## src/rtl/mmio_port_controller.sv

```systemverilog
// mmio_port_controller: MMIO stage with PortOut register, synchronised PortIn, output FIFO and status register.
// Optional build macro MMIO_PUSH_COUNTER_EN adds a saturating 16-bit accepted-push counter in STATUS[31:16].
module mmio_port_controller #(
  parameter int          DATA_WIDTH  = 32,
  parameter int          FIFO_DEPTH  = 4,
  parameter logic [31:0] OUT_ADDR    = 32'h1001_0024,
  parameter logic [31:0] IN_ADDR     = 32'h1001_0028,
  parameter logic [31:0] STATUS_ADDR = 32'h1001_002C
) (
  input  logic                  clk,
  input  logic                  reset,
  input  logic [31:0]           Address,
  input  logic [DATA_WIDTH-1:0] WriteData,
  input  logic                  MemWrite,
  input  logic                  MemRead,
  output logic [DATA_WIDTH-1:0] ReadData,
  output logic                  Hit,
  input  logic [7:0]            PortIn,
  output logic [DATA_WIDTH-1:0] PortOut,
  output logic [DATA_WIDTH-1:0] OutData,
  output logic                  OutValid,
  input  logic                  OutReady
);
  localparam int PTR_W = $clog2(FIFO_DEPTH);
  localparam int CNT_W = PTR_W + 1;

  logic [DATA_WIDTH-1:0] r_mem [FIFO_DEPTH];
  logic [PTR_W-1:0]      r_rd, r_wr;
  logic [CNT_W-1:0]      r_count;
  logic                  r_overflow, r_in_changed;
  logic [7:0]            r_sync1, r_sync2, r_prev;
  logic                  w_hit_out, w_hit_in, w_hit_st;
  logic                  w_empty, w_full, w_push_req, w_push, w_pop;
  logic                  w_ovf_set, w_chg_set, w_st_rd;
  logic [15:0]           w_push_cnt;
  logic [31:0]           w_status;

  assign w_hit_out  = Address == OUT_ADDR;
  assign w_hit_in   = Address == IN_ADDR;
  assign w_hit_st   = Address == STATUS_ADDR;
  assign Hit        = w_hit_out | w_hit_in | w_hit_st;
  assign w_empty    = r_count == '0;
  assign w_full     = r_count == CNT_W'(FIFO_DEPTH);
  assign w_pop      = !w_empty && OutReady;
  assign w_push_req = MemWrite && w_hit_out;
  assign w_push     = w_push_req && (!w_full || w_pop);
  assign w_ovf_set  = w_push_req && w_full && !w_pop;
  assign w_chg_set  = r_sync2 != r_prev;
  assign w_st_rd    = MemRead && w_hit_st;
  assign OutValid   = !w_empty;
  assign OutData    = w_empty ? '0 : r_mem[r_rd];
  assign w_status   = {w_push_cnt, 3'b0, 5'(r_count), 4'b0, r_in_changed, r_overflow, w_full, w_empty};

  // Load data mux; returns pre-write state when a store happens in the same cycle
  always_comb begin
    ReadData = '0;
    if (MemRead)
      ReadData = w_hit_out ? PortOut :
                 w_hit_in  ? DATA_WIDTH'(r_sync2) :
                 w_hit_st  ? DATA_WIDTH'(w_status) : '0;
  end

  // FIFO storage; contents need no reset since count gates visibility
  always_ff @(posedge clk)
    if (w_push) r_mem[r_wr] <= WriteData;

  // PortOut, FIFO pointers/count and sticky flags; set beats read-to-clear
  always_ff @(posedge clk or negedge reset) begin
    if (!reset) begin
      PortOut      <= '0;
      r_rd         <= '0;
      r_wr         <= '0;
      r_count      <= '0;
      r_overflow   <= 1'b0;
      r_in_changed <= 1'b0;
    end else begin
      if (w_push_req) PortOut <= WriteData;
      if (w_push) r_wr <= r_wr + 1'b1;
      if (w_pop) r_rd <= r_rd + 1'b1;
      r_count      <= r_count + CNT_W'(w_push) - CNT_W'(w_pop);
      r_overflow   <= w_ovf_set | (r_overflow & ~w_st_rd);
      r_in_changed <= w_chg_set | (r_in_changed & ~w_st_rd);
    end
  end

  // Two-flop synchroniser plus a previous-value stage for change detection
  always_ff @(posedge clk or negedge reset) begin
    if (!reset) begin
      r_sync1 <= '0;
      r_sync2 <= '0;
      r_prev  <= '0;
    end else begin
      r_sync1 <= PortIn;
      r_sync2 <= r_sync1;
      r_prev  <= r_sync2;
    end
  end

`ifdef MMIO_PUSH_COUNTER_EN
  logic [15:0] r_push_cnt;
  assign w_push_cnt = r_push_cnt;
  // Saturating count of accepted FIFO pushes, cleared only by reset
  always_ff @(posedge clk or negedge reset) begin
    if (!reset) r_push_cnt <= '0;
    else if (w_push && r_push_cnt != 16'hFFFF) r_push_cnt <= r_push_cnt + 16'd1;
  end
`else
  assign w_push_cnt = '0;
`endif

endmodule

```

## config.mk

```make
export PLATFORM = sky130hd
export DESIGN_NAME = mmio_port_controller
export DESIGN_NICKNAME = d
export VERILOG_FILES = /design/src/rtl/mmio_port_controller.sv
export SDC_FILE = /design/constraint.sdc
export NUM_CORES = 1
export LEC_CHECK = 0
export CAP_MARGIN = 20
export CORE_ASPECT_RATIO = 0.6
export CORE_MARGIN = 3
export CORE_UTILIZATION = 50
export CTS_CLUSTER_DIAMETER = 40
export DETAILED_ROUTE_END_ITERATION = 12
export GPL_ROUTABILITY_DRIVEN = 1
export GPL_TIMING_DRIVEN = 0
export PLACE_DENSITY = 0.89
export RECOVER_POWER = 50
export SYNTH_ARGS = -nofsm -noshare
export SYNTH_HDL_FRONTEND = slang
export SYNTH_SLANG_ARGS = --single-unit
```

## constraint.sdc

```tcl
create_clock -name clk -period 3.3 [get_ports clk]
set_input_delay 0.66 -clock clk [delete_from_list [all_inputs] [get_ports clk]]
set_output_delay 0.66 -clock clk [all_outputs]
set_load 0.005 [all_outputs]
```

==> reports/metrics.cfg <==
[pwr]
power_density_nw_per_um2 = 456
max_ir_drop_vdd_v = 0.000343
report.power.total_mw = 4.84
total_leakage_power_nw = 4.30

[placement]
hpwlAfterDp_um = 12100
placed_instance_area_sq_um = 9690
gp_congestion = 0.890
numPortBuffers = 174
placed_cells_incl_taps = 792

[drt]
routed_wirelength_um = 18600
drt_pre_antenna_iters = 4
drt-vias-per-instance = 5.48
m1WireLength_um = 7630
met2WireLength_um = 9240
top_layer = met4
number_of_drc_violations_after_detailed_routing = 0
routed-via-count = 4622
drt_first_iter_violations = 330
detail-route-antenna-nets = 0
routedWlPerCell_um = 22.0
met3WireLength_um = 1380

[synthesis]
synth-edff-count = 128
yosysTopAreaCellShare_pct = 50.0
synth_seq_cells = 193
avgSynthCellArea_sq_um = 18.3
post_synth_instance_area_sq_um = 7690
asyncSetResetFlopFracSynth_pct = 33.7
yosys_most_used_dff = edfxtp_1
netlist.top_cell.by_area = edfxtp_1
mappedNetlistNets = 504
synth_most_common_cell = edfxtp_1
netlist-cell-type-count = 39
synth.top_cells.by_area = edfxtp_1 50%, dfrtp_1 21%, mux4_2 9.4%
syn_inst = 420
ys_top_cells_by_count = 128 x edfxtp_1, 65 x dfrtp_1, 58 x and2_1, 32 x mux4_2, 30 x mux2_1
yosys_warnings = 0
yosysSeqAreaShare_pct = 71.1

[timing]
timing_worst_slew_pin_value_ns = 1.73
report.final.hold_viol_count = 0
clock-skew-final_ns = 0.0116
finalCriticalPeriod_ns = 3.26
setup_viol = 0
timing.max_slew.rel_slack_pct = -15.3
finalHoldWorstSlack_ns = 0.351
fmax_mhz = 307
timing.final.max_slew_violations = 66
post-route-period-util_pct = 98.8
setup_total_negative_slack_ns = 0

[finish]
final_nets = 715
layoutNonFillerInstCount = 843
area_growth_pct = 38.0
design_area_sq_um = 10600
post_route_cells_drive_above_1_share_pct = 20.0

[grt]
via_count_of_the_first_global_routing_pass = 5066
grt_use_total_pct = 22.5
antenna_found_initial = 0
gr-total-overflow = 0
grt_first_pass_wirelength_um = 28700
grt_max_degree = 66

[status]
violations = capacitance limit, slew limit
run_status = finished with violations

[critical_path]
cpMaxStageDelayCell = clkdlybuf4s50_1
critical_setup_path_class = in -> out
timing.critical_path.cells = clkdlybuf4s50_1 -> nor4b_2 -> nand4_2 -> buf_6 -> buf_4 -> nor4_4 -> a22o_1 -> clkdlybuf4s15_1
setup.worst_path.end_class = output pin
cp.buffers_inverters = 4
worst_path_largest_cell_delay_ns = 0.42
critical-path-top-delay-family = buffers and inverters
worstSetupStartpointType = primary input
critical_path.max_fanout = 4
timing.critical_path.arrival_ns = 2.60
timing.critical_path.required_ns = 2.64

[floorplan]
top_level_ports = 175
die_h_um = 102
floorplan.initialDensity_pct = 52.1
rows = 34
design.die.area_sq_um = 17000
core-area_sq_um = 14800
fp.dieW_um = 166

[clock_network]
cts.root.buffer_cell = clkbuf_16
tritoncts_num_sinks = 193
clk_latency_ns = 0.42
clockBufferDepth = 2
clk_pin_slew_ns = 0.08
cts_tree = built
htreeDepth = 4
cts_buffers = 17

[hold_path]
holdCritPathClass = reg -> reg

[flow_run]
max_cap_violations = 1

cell usage in the layout, fill, tap and decap left out, types with 9 or more instances in the layout:
cell type and n:
dlygate4sd3_1 58, clkbuf_2 11, xor2_1 9, mux2_1 30, mux4_2 32, inv_1 10
buf_4 18, and2_1 53, dlygate4sd2_1 24, edfxtp_1 128, clkdlybuf4s50_1 72, clkbuf_16 20
dfrtp_1 65
worst reg2reg max path: stages, from the launching register on:
cell	delay, ns
dfrtp_1	0.48
or3_1	0.37
clkbuf_1	0.23
and2_0	0.30
ha_1	0.31
inv_1	0.08
ha_1	0.16
inv_1	0.07
fa_1	0.42
xnor2_1	0.21
xnor2_1	0.16
through the flow:
| stage | setup slack, ns | util, % |
|---|---|---|
| global route | -0.00952 | 71.9 |
| floorplan | 0.340 | - |
| finish | 0.0382 | 71.9 |
| CTS | -0.167 | 71.2 |
| global placement | -0.995 | 65.6 |
| detailed placement | -1.13 | 65.6 |
final cells by class:
type,count,area (sq um)
antenna,1,2.50
buffer,18,154
clock inverter,13,156
tap,198,248
sequential,193,5470
clock buffer,19,464
inverter,10,37.5
fill,923,4150
multi-input combinational,198,2220
timing repair buffer,193,1860
final timing paths:
kind	from	endpoint	slack [ns]	cells after the start
min	r_sync1[0]	r_sync2[0]	0.35	0
min reg2reg	r_sync1[0]	r_sync2[0]	0.35	0
min in group asynchronous	reset	PortOut[22]	0.67	1
max in group asynchronous	reset	PortOut[12]	1.58	1
max	Address[22]	ReadData[9]	0.04	8
max reg2reg	r_count[1]	r_count[2]	0.42	10
what timing repair did:
action / CTS / global route
hold buffers: 0 / 0
setup buffers: 13 / 7
resized for setup: 73 / 35
pin swaps: 9 / 13
setup endpoints to repair: 61 / 55
report_power, final:
group	internal [mW]	switching [mW]
clock network	1.09	0.986
registers	2.60	0.00872
logic	0.0808	0.0808
routing by layer:
layer	global-route usage [%]	up-vias
met1	29.1	2360
met5	0	-
met2	39.0	194
met4	6.01	0
li1	-	2032
met3	5.64	36
state kept, by name, indices dropped and copies added (netlist names), 2 cells and up:
signal   count
PortOut     32
r_prev       8
r_count      3
r_mem      128
r_sync1      8
r_rd         2
r_wr         2
r_sync2      8
kinds of logic (layout without fill, tap and decap cells):
family | Yosys count | count (layout) | synth area share, %
other | 0 | 1 | 0
DFF | 193 | 193 | 71.1
muxes | 65 | 65 | 14.2
AOI/OAI and AO/OA | 22 | 22 | 2.21
buffers and inverters | 29 | 253 | 1.76
adders and majority gates | 7 | 7 | 1.24
xor gates and xnor gates | 13 | 13 | 1.48
and+or+nand+nor | 91 | 91 | 8.02
Power figures use the tool's default switching activity.
